### src/rtl/triangle_assembler_pkg.sv
// Shared types for the triangle assembler: vertex, triangle, bounding box and FIFO entry.
// Also holds the small min/max/clamp helpers used by the geometry stages.
package triangle_assembler_pkg;

    localparam int COORD_W = 13;
    localparam int DELTA_W = 14;
    localparam int AREA_W  = 28;

    typedef logic signed [COORD_W-1:0] coord_t;
    typedef logic signed [DELTA_W-1:0] delta_t;
    typedef logic signed [AREA_W-1:0]  area_t;

    typedef struct packed {
        coord_t x;
        coord_t y;
        coord_t z;
    } vec3_i13;

    // Index 0 is the first vertex to arrive.
    typedef vec3_i13 [2:0] tri_i13;

    typedef struct packed {
        coord_t min_x;
        coord_t min_y;
        coord_t max_x;
        coord_t max_y;
    } bbox_i13;

    typedef struct packed {
        tri_i13  verts;
        bbox_i13 bbox;
        area_t   area2;
    } tri_entry_t;

    function automatic coord_t min3(input coord_t a, input coord_t b, input coord_t c);
        coord_t m;
        m = (a < b) ? a : b;
        return (c < m) ? c : m;
    endfunction

    function automatic coord_t max3(input coord_t a, input coord_t b, input coord_t c);
        coord_t m;
        m = (a > b) ? a : b;
        return (c > m) ? c : m;
    endfunction

    function automatic coord_t clamp(input coord_t v, input coord_t hi);
        if (v < 0) return '0;
        if (v > hi) return hi;
        return v;
    endfunction

endpackage

### src/rtl/triangle_assembler_tri_fifo.sv
// First-word-fall-through FIFO of assembled triangles.
// The head reads as zero whenever the FIFO is empty.
module tri_fifo
    import triangle_assembler_pkg::*;
#(
    parameter int DEPTH = 4
) (
    input  logic       clk,
    input  logic       rst,
    input  logic       push,
    input  tri_entry_t push_data,
    input  logic       pop,
    output tri_entry_t head,
    output logic       full,
    output logic       empty
);

    localparam int PTR_W = $clog2(DEPTH);

    tri_entry_t       mem [DEPTH];
    logic [PTR_W-1:0] wr_ptr;
    logic [PTR_W-1:0] rd_ptr;
    logic [PTR_W:0]   count;
    logic             do_push;
    logic             do_pop;

    assign empty   = (count == '0);
    assign full    = (count == (PTR_W+1)'(DEPTH));
    assign do_pop  = pop && !empty;
    // A pop in the same cycle frees the slot, so a push into a full FIFO still lands.
    assign do_push = push && (!full || do_pop);
    assign head    = empty ? '0 : mem[rd_ptr];

    always_ff @(posedge clk or posedge rst) begin
        if (rst) begin
            wr_ptr <= '0;
            rd_ptr <= '0;
            count  <= '0;
        end else begin
            if (do_push) wr_ptr <= wr_ptr + 1'b1;
            if (do_pop)  rd_ptr <= rd_ptr + 1'b1;
            case ({do_push, do_pop})
                2'b10:   count <= count + 1'b1;
                2'b01:   count <= count - 1'b1;
                default: count <= count;
            endcase
        end
    end

    always_ff @(posedge clk) begin
        if (do_push) mem[wr_ptr] <= push_data;
    end

endmodule

### src/rtl/triangle_assembler.sv
// Groups raster vertices into triangles, computes signed twice-area and clamped bbox,
// culls degenerate/off-screen/back-facing triangles and buffers survivors in a FIFO.
module triangle_assembler
    import triangle_assembler_pkg::*;
#(
    parameter int IMG_W      = 512,
    parameter int IMG_H      = 512,
    parameter int FIFO_DEPTH = 4,
    parameter bit CULL_BACK  = 1'b0
) (
    input  logic        clk,
    input  logic        rst,
    input  vec3_i13     rast_pt,
    input  logic        rast_pt_valid,
    input  logic        tri_restart,
    output tri_i13      tri_out,
    output bbox_i13     bbox_out,
    output area_t       tri_area2,
    output logic        tri_valid,
    input  logic        tri_ready,
    output logic        overflow,
    output logic [15:0] cull_count
);

    localparam coord_t X_MAX = coord_t'(IMG_W - 1);
    localparam coord_t Y_MAX = coord_t'(IMG_H - 1);

    logic [1:0] vtx_cnt;
    vec3_i13    v0;
    vec3_i13    v1;
    logic       launch;

    logic   s1_valid;
    tri_i13 s1_tri;
    delta_t s1_dx1;
    delta_t s1_dy1;
    delta_t s1_dx2;
    delta_t s1_dy2;
    coord_t s1_min_x;
    coord_t s1_min_y;
    coord_t s1_max_x;
    coord_t s1_max_y;

    area_t   s1_area;
    bbox_i13 s1_bbox;
    logic    s1_cull;

    logic       s2_valid;
    logic       s2_cull;
    tri_entry_t s2_entry;

    logic       push;
    logic       fifo_full;
    logic       fifo_empty;
    tri_entry_t head;

    // A restart coinciding with a vertex makes that vertex the new v0.
    assign launch = rast_pt_valid && !tri_restart && (vtx_cnt == 2'd2);

    always_ff @(posedge clk or posedge rst) begin
        if (rst) begin
            vtx_cnt <= '0;
            v0      <= '0;
            v1      <= '0;
        end else if (rast_pt_valid) begin
            if (tri_restart) begin
                v0      <= rast_pt;
                vtx_cnt <= 2'd1;
            end else begin
                case (vtx_cnt)
                    2'd0: begin
                        v0      <= rast_pt;
                        vtx_cnt <= 2'd1;
                    end
                    2'd1: begin
                        v1      <= rast_pt;
                        vtx_cnt <= 2'd2;
                    end
                    default: vtx_cnt <= 2'd0;
                endcase
            end
        end else if (tri_restart) begin
            vtx_cnt <= '0;
        end
    end

    always_ff @(posedge clk or posedge rst) begin
        if (rst) begin
            s1_valid <= 1'b0;
            s1_tri   <= '0;
            s1_dx1   <= '0;
            s1_dy1   <= '0;
            s1_dx2   <= '0;
            s1_dy2   <= '0;
            s1_min_x <= '0;
            s1_min_y <= '0;
            s1_max_x <= '0;
            s1_max_y <= '0;
        end else begin
            s1_valid <= launch;
            if (launch) begin
                s1_tri[0] <= v0;
                s1_tri[1] <= v1;
                s1_tri[2] <= rast_pt;
                s1_dx1    <= delta_t'(v1.x) - delta_t'(v0.x);
                s1_dy1    <= delta_t'(v1.y) - delta_t'(v0.y);
                s1_dx2    <= delta_t'(rast_pt.x) - delta_t'(v0.x);
                s1_dy2    <= delta_t'(rast_pt.y) - delta_t'(v0.y);
                s1_min_x  <= min3(v0.x, v1.x, rast_pt.x);
                s1_min_y  <= min3(v0.y, v1.y, rast_pt.y);
                s1_max_x  <= max3(v0.x, v1.x, rast_pt.x);
                s1_max_y  <= max3(v0.y, v1.y, rast_pt.y);
            end
        end
    end

    // 14-bit deltas give products under 2^26, so the 28-bit difference is exact.
    assign s1_area = area_t'(s1_dx1) * area_t'(s1_dy2) - area_t'(s1_dx2) * area_t'(s1_dy1);

    assign s1_bbox.min_x = clamp(s1_min_x, X_MAX);
    assign s1_bbox.min_y = clamp(s1_min_y, Y_MAX);
    assign s1_bbox.max_x = clamp(s1_max_x, X_MAX);
    assign s1_bbox.max_y = clamp(s1_max_y, Y_MAX);

    // Off-screen tests use the unclamped extents.
    assign s1_cull = (s1_area == '0)
                   || (s1_max_x < 0) || (s1_min_x > X_MAX)
                   || (s1_max_y < 0) || (s1_min_y > Y_MAX)
                   || (CULL_BACK && (s1_area < 0));

    always_ff @(posedge clk or posedge rst) begin
        if (rst) begin
            s2_valid <= 1'b0;
            s2_cull  <= 1'b0;
            s2_entry <= '0;
        end else begin
            s2_valid <= s1_valid;
            if (s1_valid) begin
                s2_cull        <= s1_cull;
                s2_entry.verts <= s1_tri;
                s2_entry.bbox  <= s1_bbox;
                s2_entry.area2 <= s1_area;
            end
        end
    end

    assign push = s2_valid && !s2_cull;

    always_ff @(posedge clk or posedge rst) begin
        if (rst) begin
            overflow   <= 1'b0;
            cull_count <= '0;
        end else begin
            if (s2_valid && s2_cull && (cull_count != 16'hFFFF))
                cull_count <= cull_count + 16'd1;
            if (push && fifo_full && !(tri_ready && !fifo_empty))
                overflow <= 1'b1;
        end
    end

    tri_fifo #(
        .DEPTH(FIFO_DEPTH)
    ) u_fifo (
        .clk       (clk),
        .rst       (rst),
        .push      (push),
        .push_data (s2_entry),
        .pop       (tri_ready),
        .head      (head),
        .full      (fifo_full),
        .empty     (fifo_empty)
    );

    assign tri_valid = !fifo_empty;
    assign tri_out   = head.verts;
    assign bbox_out  = head.bbox;
    assign tri_area2 = head.area2;

endmodule

### config.mk
export PLATFORM = sky130hd
export DESIGN_NAME = triangle_assembler
export DESIGN_NICKNAME = d
export VERILOG_FILES = /design/src/rtl/triangle_assembler_pkg.sv /design/src/rtl/triangle_assembler_tri_fifo.sv /design/src/rtl/triangle_assembler.sv
export SDC_FILE = /design/constraint.sdc
export NUM_CORES = 2
export LEC_CHECK = 0
export CAP_MARGIN = 25
export CORE_ASPECT_RATIO = 1.2
export CORE_MARGIN = 8
export CORE_UTILIZATION = 55
export CTS_BUF_LIST = sky130_fd_sc_hd__clkbuf_2
export CTS_CLUSTER_SIZE = 16
export DETAILED_ROUTE_END_ITERATION = 10
export PLACE_DENSITY_LB_ADDON = 0.08
export SLEW_MARGIN = 5
export SYNTH_ARGS = -nofsm -noshare
export SYNTH_HDL_FRONTEND = slang
export SYNTH_HIERARCHICAL = 1
export SYNTH_SLANG_ARGS = --single-unit
### constraint.sdc
create_clock -name clk -period 16.5 [get_ports clk]
set_input_delay 3.3 -clock clk [delete_from_list [all_inputs] [get_ports clk]]
set_output_delay 3.3 -clock clk [all_outputs]
set_load 0.02 [all_outputs]
Word level (Yosys, flattened, before mapping)
Memory sizes are Yosys's and may differ from the RTL's. Cells that the tools add are included.

Memories kept: 1. Bits in registers: 529. Output and inout port bits: 215. Memory bits (writable): 788. Bits of input ports: 44. Logic and storage cells: 155.

Bitwise operators: 1. Reduce and logical (&&, ||, !) cells: 27. Eq/ne operators: 6. Order comparisons: 16. Add/sub/neg operators: 10. Muxes and demuxes: 46. Multipliers: 2.

Memories: u_fifo.mem (depth 4, bits a word 197, rd ports 1, clocked after memory_dff 0, wr ports 1, RTL line triangle_assembler_tri_fifo.sv:20) `tri_entry_t mem [DEPTH];`.

Operators with widths (count): 13-bit 2-to-1 mux (24); 197-bit 2-to-1 mux (1); 39-bit 2-to-1 mux (2); 14-bit by 14-bit multiplier with 28-bit output (2); 13-bit by 13-bit subtractor with 14-bit output (4); 13-bit by 10-bit greater-than comparator with 1-bit output, second input constant (4); 13-bit greater-than comparator (4); 13-bit by 1-bit < comparator with 1-bit output, second input constant (4); 13-bit < comparator (4); 28-bit logical NOT (1); 28-bit subtractor (1); 16-bit by 1-bit adder with 16-bit output, second input constant (1); 16-bit inequality test, second input constant (1); 1-bit 2-to-1 mux (14); 1-bit logical AND (9); 2-bit 2-to-1 mux (3); 3-bit one-hot mux with 2 select lines (1); 2-bit nonzero test (3); 1-bit logical NOT (5); 1-bit logical OR (5); 2-bit by 1-bit adder with 2-bit output, second input constant (2); 2-bit by 1-bit == test with 1-bit output, second input constant (2); 2-bit == test, second input constant (2); 2-bit one-hot mux with 2 select lines (1); other kinds (8) (8).

Logic depth before layout (Yosys ltp)
Word-level depth: 7. Mapped depth: 28. Depth with buffers taken out: 26.

Hierarchy
The synthesis kept the hierarchy.

By module, submodules not included: triangle_assembler (sequential area each 12962.4 um2, cells an instance 3844, instances 1, area an instance 39457.8 um2); tri_fifo (sequential area each 23837.9 um2, cells an instance 1303, instances 1, area an instance 30212.7 um2).

Worst setup path before layout
No wires, ideal clock.

Kind: input -> register. Start: input port tri_ready. End: memory u_fifo/mem[0][0] (netlist bit) (enable). Path buffers: 0. Data required time: 15.918 ns. Path slack: 7.885 ns. Arrival time: 8.033 ns. Library setup time: 0.582 ns. Stages on the path: 2. Cell sequence: o21a_1 -> and2_1.

Word-level cells in the longest chain between the ends: 5.

RTL lines: from (decl) (RTL line triangle_assembler.sv:20) `input logic tri_ready,`; 1-bit logical AND (RTL line triangle_assembler_tri_fifo.sv:29) `assign do_pop = pop && !empty;`; 1-bit logical OR (RTL line triangle_assembler_tri_fifo.sv:31) `assign do_push = push && (!full || do_pop);`; 1-bit logical AND (RTL line triangle_assembler_tri_fifo.sv:31); 1-bit 2-to-1 mux (RTL line triangle_assembler_tri_fifo.sv:51) `if (do_push) mem[wr_ptr] <= push_data;`; 1-bit 2-to-1 mux (not written as such) (RTL line triangle_assembler_tri_fifo.sv:51); to (decl) (RTL line triangle_assembler_tri_fifo.sv:20).

Every way passes these cells.

==> run_results.csv <==
group,metric,value,unit
outcome,outcome,"complete, no violations",
flow_run,maxCapViolCount,0,
routing,drt_wl_total,163000,um
routing,vias,41157,
floorplan,dieArea,138000,um^2
clock_tree,clock_sinks,1313,
synthesis,yosys.area_share.adder,0.168,
synthesis,synth_warnings,6,
setup_path,cp_common_cell,"buf_4",
routing,drc_errors,0,
sta,skew,0.149,ns
synthesis,synthSimpleGateAreaFrac,0.0983,
cells_and_area,final_cell_mix,"788 x edfxtp_1, 577 x nand2_1, 526 x inv_1, 522 x dfrtp_1, 496 x clkbuf_2",
cells_and_area,final_common_cell,"edfxtp_1",
setup_path,timing.rr.end,"s2_cull",
setup_path,cp-start-kind,"flop",
setup_path,rrSetupSlack,8.56,ns
placed_design,portBuffers,258,
grt,grt_pass1_vias,43499,
synthesis,synthCells,5147,
floorplan,die_w,341,um
cells_and_area,final_util,0.608,
clock_tree,cts_tree,"yes",
clock_tree,clock_latency,1.60,ns
hold_path,min_path_type,"reg2reg",
synthesis,ys.flop_type,"edfxtp_1",
synthesis,synth-compound-area-share,0.0377,
synthesis,async_flop_share,0.400,
setup_path,slowest_delay,0.90,ns
clock_tree,ctsHoldBuffers,0,
floorplan,core_area,126000,um^2
grt,grt_first_pass_wirelength,254000,um
synthesis,ys_types,72,
synthesis,synth-edff-count,788,
placed_design,hpwlAfterDp,114000,um
synthesis,synth-xor-area-share,0.0111,
sta,rsz0062_at_grt,"no",
sta,finalSetupViolCount,0,
sta,slew_headroom,0.140,
sta,fin_crit,8.58,ns
setup_path,rr_startpoint,"s1_dy1[0]",
floorplan,num_rows,143,
routing,via_per_inst,5.50,
floorplan,ios,259,
synthesis,synth_top_family_by_area,"adder cells",
routing,drtIter0Drc,2610,
placed_design,gp_congestion,0.926,
clock_tree,postCtsSetupRepairBufs,0,
cells_and_area,fin_nets,6274,
synthesis,ys_ff_latch,1313,
setup_path,path_cells,"buf_4 > buf_4 > mux4_2 > and2_1 > clkdlybuf4s50_1",
setup_path,r2r_cells,23,
clock_tree,ctsResizeCount,0,
synthesis,syn_area,69700,um^2
clock_tree,clk_pin_slew,0.11,ns
floorplan,initial_core_util,0.552,
grt,overflow,0,
sta,hold_violations,0,
hold_path,hold_depth,0,
sta,fmax,117,MHz
setup_path,crit_slowest_cell,"dfrtp_4",
sta,fin_crit_sh,0.520,
hold_path,hold_path_end,"u_fifo/mem[2][55]",
routing,drt_pass1_iterations,5,
grt,grt_usage,0.238,
setup_path,cp_max_fo,53,
setup_path,end_kind,"output port",
sta,report.final.slew_viol_count,0,
clock_tree,numCtsBuffers,330,
setup_path,crit_type,"reg2out",
synthesis,muxShareOfSynthArea,0.114,
clock_tree,htree_levels,5,
routing,route.antenna.remaining_nets,0,
clock_tree,ctsLongestPathBuffers,4,
hold_path,hold_start,"s2_entry[55]",
cells_and_area,syn2layout_area_growth,10.1,%
grt,antenna_found_initial,15,
grt,grt_max_degree,246,
sta,finalSetupTns,0,ns
sta,worstMarginPinSlew,1.29,ns
clock_tree,cts-root-buf,"clkbuf_2",
setup_path,required,13.20,ns
routing,wl_per_cell,21.7,um
synthesis,yosysSeqAreaShare,0.528,
setup_path,cp.arrival,5.28,ns
synthesis,avgSynthCellArea,13.5,um^2
floorplan,die_h,406,um
cells_and_area,drive_above_1_share,0.180,
[flip-flops by register name (all words and copies together), names as in the netlist, 14 cells and up]
name / flops
u_fifo/mem: 788
s2_entry: 193
s1_tri: 117
v0: 39
v1: 39
cull_count: 16
s1_dx1: 14
s1_dx2: 14
s1_dy1: 14
s1_dy2: 14
[logic make-up (layout without fill, tap and decap cells)]
logic type                 count (synthesis)  count (layout)
and+or+nand+nor                         1381            1381
DFF                                     1313            1313
buffers and inverters                    761            1409
adders and majority gates                667             667
muxes                                    511             511
AOI/OAI and AO/OA                        425             425
xor gates and xnor gates                  88              88
other                                      1              27
[critical path, delay by kind of cell, from the launching register on]
family	cells	cell delay (ns)
flops	1	0.90
mux	1	0.45
simple gates	1	0.18
buf+inv	3	2.07
[worst max-delay path by stage]
stage | from | endpoint | cells past startpoint
after global placement | s1_dy1[0] | s2_cull | 23
after detailed placement | s1_dy1[0] | s2_cull | 23
after CTS | u_fifo/rd_ptr[1] | tri_out[65] | 5
after floorplan | rst | cull_count[0] | 1
final | u_fifo/rd_ptr[1] | tri_out[65] | 5
after global routing | u_fifo/rd_ptr[1] | tri_out[28] | 5
[routing by layer]
metal | share of wire | global-route usage | vias to the layer above
met3 | 0.053 | 0.0467 | 269
li1 | - | - | 18703
met4 | 0.035 | 0.0894 | 8
met5 | 0.00029 | 0 | -
met1 | 0.40 | 0.305 | 21145
met2 | 0.51 | 0.405 | 1032
[synth_stat cells, drive strengths merged, types with 20 or more instances]
| cell type | instances | area, um^2 |
|---|---|---|
| nor3 | 21 | 110 |
| nand4 | 20 | 125 |
| xor2 | 26 | 228 |
| fa | 444 | 8890 |
| a21o | 26 | 195 |
| xnor2 | 62 | 543 |
| nor2 | 138 | 518 |
| and2 | 441 | 2760 |
| clkbuf | 172 | 646 |
| dfrtp | 525 | 13100 |
| edfxtp | 788 | 23700 |
| a21oi | 72 | 360 |
| o21a | 20 | 150 |
| mux2 | 262 | 2970 |
| mux2i | 52 | 521 |
| nand3 | 52 | 260 |
| nand2 | 577 | 2170 |
| mux4 | 197 | 4440 |
| nor2b | 41 | 257 |
| inv | 528 | 1980 |
| ha | 223 | 2790 |
| nand2b | 22 | 138 |
| buf | 61 | 379 |
| o211ai | 33 | 248 |
| o21ai | 185 | 952 |
[through the flow]
step	std cells	hold slack, ns	setup WS [ns]	area (um^2)
6_report	7488	0.454	7.92	76700
5_1_grt	7483	0.468	7.52	76700
4_1_cts	7475	0.450	7.56	76600
3_5_place_dp	6896	0.452	8.48	73800
3_3_place_gp	6896	0.445	8.70	73800
2_1_floorplan	5162	0.389	6.16	69700
[cell type report]
type                    count  area, um^2
multi-input cells        3088       30000
diodes                     11        27.5
inverters                 528        1990
clock buffers             496        2480
repair buffers            302        3000
flip-flops and latches   1313       36800
fillers                 10153       49400
well taps                1667        2090
clock inverters            83         335
Power is not shown: default switching activity piles up to over one toggle a cycle in this logic, so the estimate is an artifact.
